## src/rtl/pipe_pkg.sv

```systemverilog
// Shared types and width defaults for the handshaked pipeline stage register.
// The skid-buffer state encoding is only used when PIPE_SKID_EN is defined.
package pipe_pkg;

  localparam int DW_DEF   = 160;
  localparam int CW_DEF   = 24;
  localparam int CNTW_DEF = 16;

  // Value every control bit takes in a bubble, so RegW/MemW/Branch/Jump can never leak through.
  localparam logic FLUSH_CTRL_BIT = 1'b0;

  typedef enum logic [1:0] {
    ST_EMPTY = 2'd0,
    ST_ONE   = 2'd1,
    ST_TWO   = 2'd2
  } pipe_state_e;

endpackage

```

## src/rtl/pipe_stage_reg_if.sv

```systemverilog
// Handshake and payload bundle between an upstream stage, the stage register and its consumer.
// The slave modport is the stage register; master is the side that drives it.
interface pipe_stage_reg_if
  import pipe_pkg::*;
#(
  parameter int DW   = DW_DEF,
  parameter int CW   = CW_DEF,
  parameter int CNTW = CNTW_DEF
) ();

  logic            flush;
  logic            in_valid;
  logic            in_ready;
  logic [DW-1:0]   in_data;
  logic [CW-1:0]   in_ctrl;
  logic            out_valid;
  logic            out_ready;
  logic [DW-1:0]   out_data;
  logic [CW-1:0]   out_ctrl;
  logic [CNTW-1:0] stall_cnt;

  modport slave (
    input  flush, in_valid, in_data, in_ctrl, out_ready,
    output in_ready, out_valid, out_data, out_ctrl, stall_cnt
  );

  modport master (
    output flush, in_valid, in_data, in_ctrl, out_ready,
    input  in_ready, out_valid, out_data, out_ctrl, stall_cnt
  );

endinterface

```

## src/rtl/pipe_skid_slot.sv

```systemverilog
// One held entry (data + control) with synchronous clear and load; clear wins and zeroes both.
module pipe_skid_slot
  import pipe_pkg::*;
#(
  parameter int DW = DW_DEF,
  parameter int CW = CW_DEF
) (
  input  logic          clk,
  input  logic          rst,
  input  logic          clear,
  input  logic          load,
  input  logic [DW-1:0] d_in,
  input  logic [CW-1:0] c_in,
  output logic [DW-1:0] d_out,
  output logic [CW-1:0] c_out
);

  logic [DW-1:0] data_r;
  logic [CW-1:0] ctrl_r;

  // Entry storage: reset and clear both produce an all-zero bubble.
  always_ff @(posedge clk or negedge rst) begin
    if (!rst) begin
      data_r <= {DW{1'b0}};
      ctrl_r <= {CW{FLUSH_CTRL_BIT}};
    end else if (clear) begin
      data_r <= {DW{1'b0}};
      ctrl_r <= {CW{FLUSH_CTRL_BIT}};
    end else if (load) begin
      data_r <= d_in;
      ctrl_r <= c_in;
    end
  end

  assign d_out = data_r;
  assign c_out = ctrl_r;

endmodule

```

## src/rtl/pipe_stage_reg.sv

```systemverilog
// Handshaked pipeline stage register with flush, back-pressure and a saturating stall counter.
// Define PIPE_SKID_EN to add a second (skid) entry and make in_ready a registered output.
module pipe_stage_reg
  import pipe_pkg::*;
#(
  parameter int DW   = DW_DEF,
  parameter int CW   = CW_DEF,
  parameter int CNTW = CNTW_DEF
) (
  input  logic               clk,
  input  logic               rst,
  pipe_stage_reg_if.slave    bus
);

  logic            in_ready_s;
  logic            out_valid_s;
  logic            in_fire_s;
  logic            out_fire_s;
  logic            stall_s;
  logic            main_load_s;
  logic [DW-1:0]   main_d_s;
  logic [CW-1:0]   main_c_s;
  logic [DW-1:0]   main_q_d_s;
  logic [CW-1:0]   main_q_c_s;
  logic [CNTW-1:0] stall_cnt_r;

  assign in_fire_s  = bus.in_valid && in_ready_s;
  assign out_fire_s = out_valid_s && bus.out_ready;
  assign stall_s    = out_valid_s && !bus.out_ready && !bus.flush;

`ifdef PIPE_SKID_EN
  pipe_state_e   state_r;
  pipe_state_e   state_nxt_s;
  logic          ready_r;
  logic          valid_r;
  logic          skid_load_s;
  logic          main_from_skid_s;
  logic [DW-1:0] skid_q_d_s;
  logic [CW-1:0] skid_q_c_s;

  // State plus ready/valid flops decoded from the next state, so both handshake outputs are registered.
  always_ff @(posedge clk or negedge rst) begin
    if (!rst) begin
      state_r <= ST_EMPTY;
      ready_r <= 1'b1;
      valid_r <= 1'b0;
    end else begin
      state_r <= state_nxt_s;
      ready_r <= (state_nxt_s != ST_TWO);
      valid_r <= (state_nxt_s != ST_EMPTY);
    end
  end

  // Next-state and slot steering; a stalled second beat parks in the skid slot.
  always_comb begin
    state_nxt_s      = state_r;
    main_load_s      = 1'b0;
    skid_load_s      = 1'b0;
    main_from_skid_s = 1'b0;
    if (bus.flush) begin
      state_nxt_s = ST_EMPTY;
    end else begin
      case (state_r)
        ST_EMPTY: begin
          if (in_fire_s) begin
            state_nxt_s = ST_ONE;
            main_load_s = 1'b1;
          end else begin
            state_nxt_s = ST_EMPTY;
          end
        end
        ST_ONE: begin
          if (in_fire_s && out_fire_s) begin
            state_nxt_s = ST_ONE;
            main_load_s = 1'b1;
          end else if (in_fire_s) begin
            state_nxt_s = ST_TWO;
            skid_load_s = 1'b1;
          end else if (out_fire_s) begin
            state_nxt_s = ST_EMPTY;
          end else begin
            state_nxt_s = ST_ONE;
          end
        end
        ST_TWO: begin
          if (out_fire_s) begin
            state_nxt_s      = ST_ONE;
            main_load_s      = 1'b1;
            main_from_skid_s = 1'b1;
          end else begin
            state_nxt_s = ST_TWO;
          end
        end
        default: begin
          state_nxt_s = ST_EMPTY;
        end
      endcase
    end
  end

  assign in_ready_s  = ready_r && !bus.flush;
  assign out_valid_s = valid_r;
  assign main_d_s    = main_from_skid_s ? skid_q_d_s : bus.in_data;
  assign main_c_s    = main_from_skid_s ? skid_q_c_s : bus.in_ctrl;

  pipe_skid_slot #(.DW(DW), .CW(CW)) u_skid (
    .clk   (clk),
    .rst   (rst),
    .clear (bus.flush),
    .load  (skid_load_s),
    .d_in  (bus.in_data),
    .c_in  (bus.in_ctrl),
    .d_out (skid_q_d_s),
    .c_out (skid_q_c_s)
  );
`else
  logic valid_r;

  // Occupancy of the single main entry; flush has priority over both handshakes.
  always_ff @(posedge clk or negedge rst) begin
    if (!rst) begin
      valid_r <= 1'b0;
    end else if (bus.flush) begin
      valid_r <= 1'b0;
    end else if (in_fire_s) begin
      valid_r <= 1'b1;
    end else if (out_fire_s) begin
      valid_r <= 1'b0;
    end
  end

  assign in_ready_s  = !bus.flush && (!valid_r || bus.out_ready);
  assign out_valid_s = valid_r;
  assign main_load_s = in_fire_s;
  assign main_d_s    = bus.in_data;
  assign main_c_s    = bus.in_ctrl;
`endif

  pipe_skid_slot #(.DW(DW), .CW(CW)) u_main (
    .clk   (clk),
    .rst   (rst),
    .clear (bus.flush),
    .load  (main_load_s),
    .d_in  (main_d_s),
    .c_in  (main_c_s),
    .d_out (main_q_d_s),
    .c_out (main_q_c_s)
  );

  // Saturating count of cycles the consumer held off a valid entry; only reset clears it.
  always_ff @(posedge clk or negedge rst) begin
    if (!rst) begin
      stall_cnt_r <= {CNTW{1'b0}};
    end else if (stall_s && (stall_cnt_r != {CNTW{1'b1}})) begin
      stall_cnt_r <= stall_cnt_r + {{(CNTW-1){1'b0}}, 1'b1};
    end
  end

  assign bus.in_ready  = in_ready_s;
  assign bus.out_valid = out_valid_s;
  assign bus.out_data  = main_q_d_s;
  assign bus.out_ctrl  = main_q_c_s;
  assign bus.stall_cnt = stall_cnt_r;

endmodule
```

## src/flat_wrapper.sv

```systemverilog
// flat-port wrapper written by rule: the top's interface ports become plain ports
module pipe_stage_reg_flat import pipe_pkg::*;
#(
  parameter int DW   = DW_DEF,
  parameter int CW   = CW_DEF,
  parameter int CNTW = CNTW_DEF
)
  (clk, rst, bus_flush, bus_in_valid, bus_in_data, bus_in_ctrl, bus_out_ready, bus_in_ready, bus_out_valid, bus_out_data, bus_out_ctrl, bus_stall_cnt);
  pipe_stage_reg_if #(.DW(DW), .CW(CW), .CNTW(CNTW)) bus_i ();
  input  logic clk;
  input  logic rst;
  input wire logic [$bits(bus_i.flush)-1:0] bus_flush;
  input wire logic [$bits(bus_i.in_valid)-1:0] bus_in_valid;
  input wire logic [$bits(bus_i.in_data)-1:0] bus_in_data;
  input wire logic [$bits(bus_i.in_ctrl)-1:0] bus_in_ctrl;
  input wire logic [$bits(bus_i.out_ready)-1:0] bus_out_ready;
  output wire logic [$bits(bus_i.in_ready)-1:0] bus_in_ready;
  output wire logic [$bits(bus_i.out_valid)-1:0] bus_out_valid;
  output wire logic [$bits(bus_i.out_data)-1:0] bus_out_data;
  output wire logic [$bits(bus_i.out_ctrl)-1:0] bus_out_ctrl;
  output wire logic [$bits(bus_i.stall_cnt)-1:0] bus_stall_cnt;
  assign bus_i.flush = bus_flush;
  assign bus_i.in_valid = bus_in_valid;
  assign bus_i.in_data = bus_in_data;
  assign bus_i.in_ctrl = bus_in_ctrl;
  assign bus_i.out_ready = bus_out_ready;
  assign bus_in_ready = bus_i.in_ready;
  assign bus_out_valid = bus_i.out_valid;
  assign bus_out_data = bus_i.out_data;
  assign bus_out_ctrl = bus_i.out_ctrl;
  assign bus_stall_cnt = bus_i.stall_cnt;
  pipe_stage_reg #(.DW(DW), .CW(CW), .CNTW(CNTW)) u_core (.clk(clk), .rst(rst), .bus(bus_i));
endmodule
```

## config.mk

```make
export PLATFORM = sky130hd
export DESIGN_NAME = pipe_stage_reg_flat
export DESIGN_NICKNAME = d
export VERILOG_FILES = /design/src/rtl/pipe_pkg.sv /design/src/rtl/pipe_stage_reg_if.sv /design/src/rtl/pipe_skid_slot.sv /design/src/rtl/pipe_stage_reg.sv /design/src/flat_wrapper.sv
export SDC_FILE = /design/constraint.sdc
export NUM_CORES = 1
export LEC_CHECK = 0
export CAP_MARGIN = 20
export CORE_AREA = 2 2 153 155
export DETAILED_ROUTE_END_ITERATION = 10
export DIE_AREA = 0 0 155 157
export GPL_ROUTABILITY_DRIVEN = 0
export GPL_TIMING_DRIVEN = 0
export PLACE_DENSITY = 0.83
export SYNTH_ARGS = -nofsm -noshare
export SYNTH_HDL_FRONTEND = slang
export SYNTH_SLANG_ARGS = --single-unit
```

## constraint.sdc

```tcl
create_clock -name clk -period 2.3 [get_ports clk]
set_clock_uncertainty 0.1 [all_clocks]
set_input_delay 0.23 -clock clk [delete_from_list [all_inputs] [get_ports clk]]
set_output_delay 0.23 -clock clk [all_outputs]
set_load 0.005 [all_outputs]
```

==> metrics.yaml <==
floorplan:
  io_pins: 391
  initial_core_util_pct: 36.3
  num_rows: 55
  die_w_um: 155
  coreArea_sq_um: 22500
  die_area_sq_um: 24300
  chipHeight_um: 157
global_route:
  globalRouteTotalUtil_pct: 22.4
  grt_max_degree: 108
  grt_pass1_vias: 8084
  overflow: 0
  grt_pass1_wl_mm: 43.4
  antenna_found_initial: 0
synthesis:
  yosys_warnings: 0
  syn_nets: 1067
  netlist_area_sq_um: 8170
  synthCells: 877
  synth_edf_count: 0
  synth_area_leaders: "dfrtp_1 62%, nand2_1 17%, o21ai_1 8.0%"
  synth_top_area_share_pct: 61.5
  async_flop_share_pct: 100
  yosysTopAreaCell: "dfrtp_1"
  synth-seq-area-share_pct: 61.5
  syn_avg_cell_area_sq_um: 9.32
  ys_types: 38
  synth_flop_cell: "dfrtp_1"
  synth_seq_cells: 201
routing:
  vias: 7947
  via_per_inst: 4.98
  wl_per_cell_um: 17.7
  dr.pass1.iters: 5
  final_antenna_net_count: 0
  wl_mm: 28.2
  drc: 0
  first_iter_violations: 443
finish:
  layout_common_cells: "389 x clkdlybuf4s50_1, 376 x nand2_1, 201 x dfrtp_1"
  utilization_pct: 59.5
  num-nets-final: 1485
  area_growth_pct: 63.9
  antenna_cells: 0
  final_common_cell: "clkdlybuf4s50_1"
  stdcell_count: 1596
  drive_gt1_share_pct: 6.64
placement:
  dp_cells: 1553
  pre_cts_ws_ns: -0.183
  hpwl_mm: 20.6
  port_buffers: 390
clock_tree:
  cts_sinks: 201
  cts_tree: "yes"
  clk-insertion-delay-late_ns: 0.51
  cts-root-buf: "clkbuf_16"
  cts_resized: 0
  cts_buffers: 24
  cts_htree_levels: 1
  clock_path_buffers: 3
  cts.clk_slew.worst_paths_ns: 0.06
sta:
  setup_slack_ns: 0.280
  rsz0062_at_grt: "no"
  period_minus_slack_ns: 2.02
  fin_crit_sh_pct: 87.8
  max_freq_mhz: 495
  slew_violations: 0
  tightestPinTransition_ns: 0.753
  relSlewSlack_pct: 49.8
  finalHoldViolations: 0
  setup_violations: 0
flow_run:
  maxCapViolCount: 0
power:
  cellPowerDensity_nw_per_um2: 743
  peakVddDrop_uv: 471
  leakage_nw: 5.74
worst_setup_path:
  worstPathRequired_ns: 1.97
  arrival_ns: 1.69
  critPathLaunchType: "flop"
  crit_type: "flop to primary output"
  crit_fanout: 4
  rr_worst_depth: 6
  end_kind: "primary output"
worst_hold_path:
  hold_depth: 3
  min_path_type: "input pin to flop"
status:
  status: "finished, final reports clean"
==> critical path, stage by stage (launching register included) <==
cell and delay (ns):
dfrtp_1 0.39, nor2b_1 0.15, nor2_1 0.09, clkdlybuf4s50_1 0.54
==> routing by layer <==
layer	global-route usage [%]	vias to the layer above	share of wire (%)
met3	5.97	86	8.0
met5	0	-	0
li1	-	3681	-
met2	38.3	367	50
met1	26.8	3813	38
met4	9.66	0	4.2
==> layout make-up <==
cell class / count / area (sq um)
Sequential cell: 201 / 5030
Clock inverter: 9 / 224
Clock buffer: 33 / 696
Multi-Input combinational cell: 614 / 2790
Tap cell: 285 / 357
Buffer: 61 / 347
Timing Repair Buffer: 392 / 3950
Fill cell: 1836 / 9110
Inverter: 1 / 3.75
==> where the power goes <==
group | switching (W) | total (W) | internal (W)
clock network | 0.00150 | 0.00439 | 0.00289
logic | 0.000651 | 0.00158 | 0.000924
registers | 0.000180 | 0.00398 | 0.00380
==> flip-flops by register name, indices dropped and copies added (netlist names) <==
register / count
u_core.u_main.d_out: 160
u_core.u_main.c_out: 24
u_core.bus.stall_cnt: 16
u_core.bus.out_valid: 1
==> worst paths after layout <==
kind,endpoint,start,slack (ns)
hold / removal,u_core.u_main.d_out[80],bus_in_data[80],0.15
setup / recovery,bus_in_ready,u_core.bus.out_valid,0.28
hold reg to reg,u_core.bus.stall_cnt[15],u_core.bus.stall_cnt[15],0.42
min in group asynchronous,u_core.bus.stall_cnt[15],rst,0.21
max in group asynchronous,u_core.u_main.c_out[15],rst,0.87
setup reg to reg,u_core.u_main.d_out[13],u_core.bus.out_valid,0.37
==> through the flow <==
| stage | TNS (ns) | cell area, sq um | hold slack, ns | power [W] |
|---|---|---|---|---|
| after floorplan | 0 | 8170 | -0.166 | 0.00447 |
| after global placement | -1503.25 | 12400 | 0.402 | 0.00557 |
| after detailed placement | -6.23 | 12500 | 0.199 | 0.00562 |
| after CTS | 0 | 13400 | 0.135 | 0.0100 |
| after global routing | 0 | 13400 | 0.151 | 0.0103 |
| final | 0 | 13400 | 0.152 | 0.00995 |
==> kinds of logic (layout without fill, tap and decap cells) <==
family,count (synthesis),after routing,synth area share [%]
buffers and inverters,62,496,4.29
adder cells (fa/ha/maj),1,1,0.153
XOR/XNOR,12,12,1.29
AO/OA/AOI/OAI,190,190,11.7
AND/OR/NAND/NOR,409,409,20.7
multiplexers,2,2,0.321
flip-flops,201,201,61.5
==> Yosys cell counts (3+ instances only) <==
| library cell | number |
|---|---|
| and3_1 | 3 |
| nand2_1 | 376 |
| clkbuf_1 | 31 |
| dfrtp_1 | 201 |
| a21oi_1 | 4 |
| xor2_1 | 11 |
| buf_6 | 12 |
| nor2_1 | 5 |
| buf_2 | 16 |
| o21ai_0 | 53 |
| o21ai_1 | 130 |
| nand3_1 | 3 |
| nor3_1 | 3 |
==> what timing repair did <==
| action | 4_1_cts | 5_1_grt |
|---|---|---|
| buffers inserted | 0 | 0 |
| endpoints found under the hold margin | 94 | 0 |
| hold buffers | 1 | 0 |
Power figures use the tool's default switching activity.
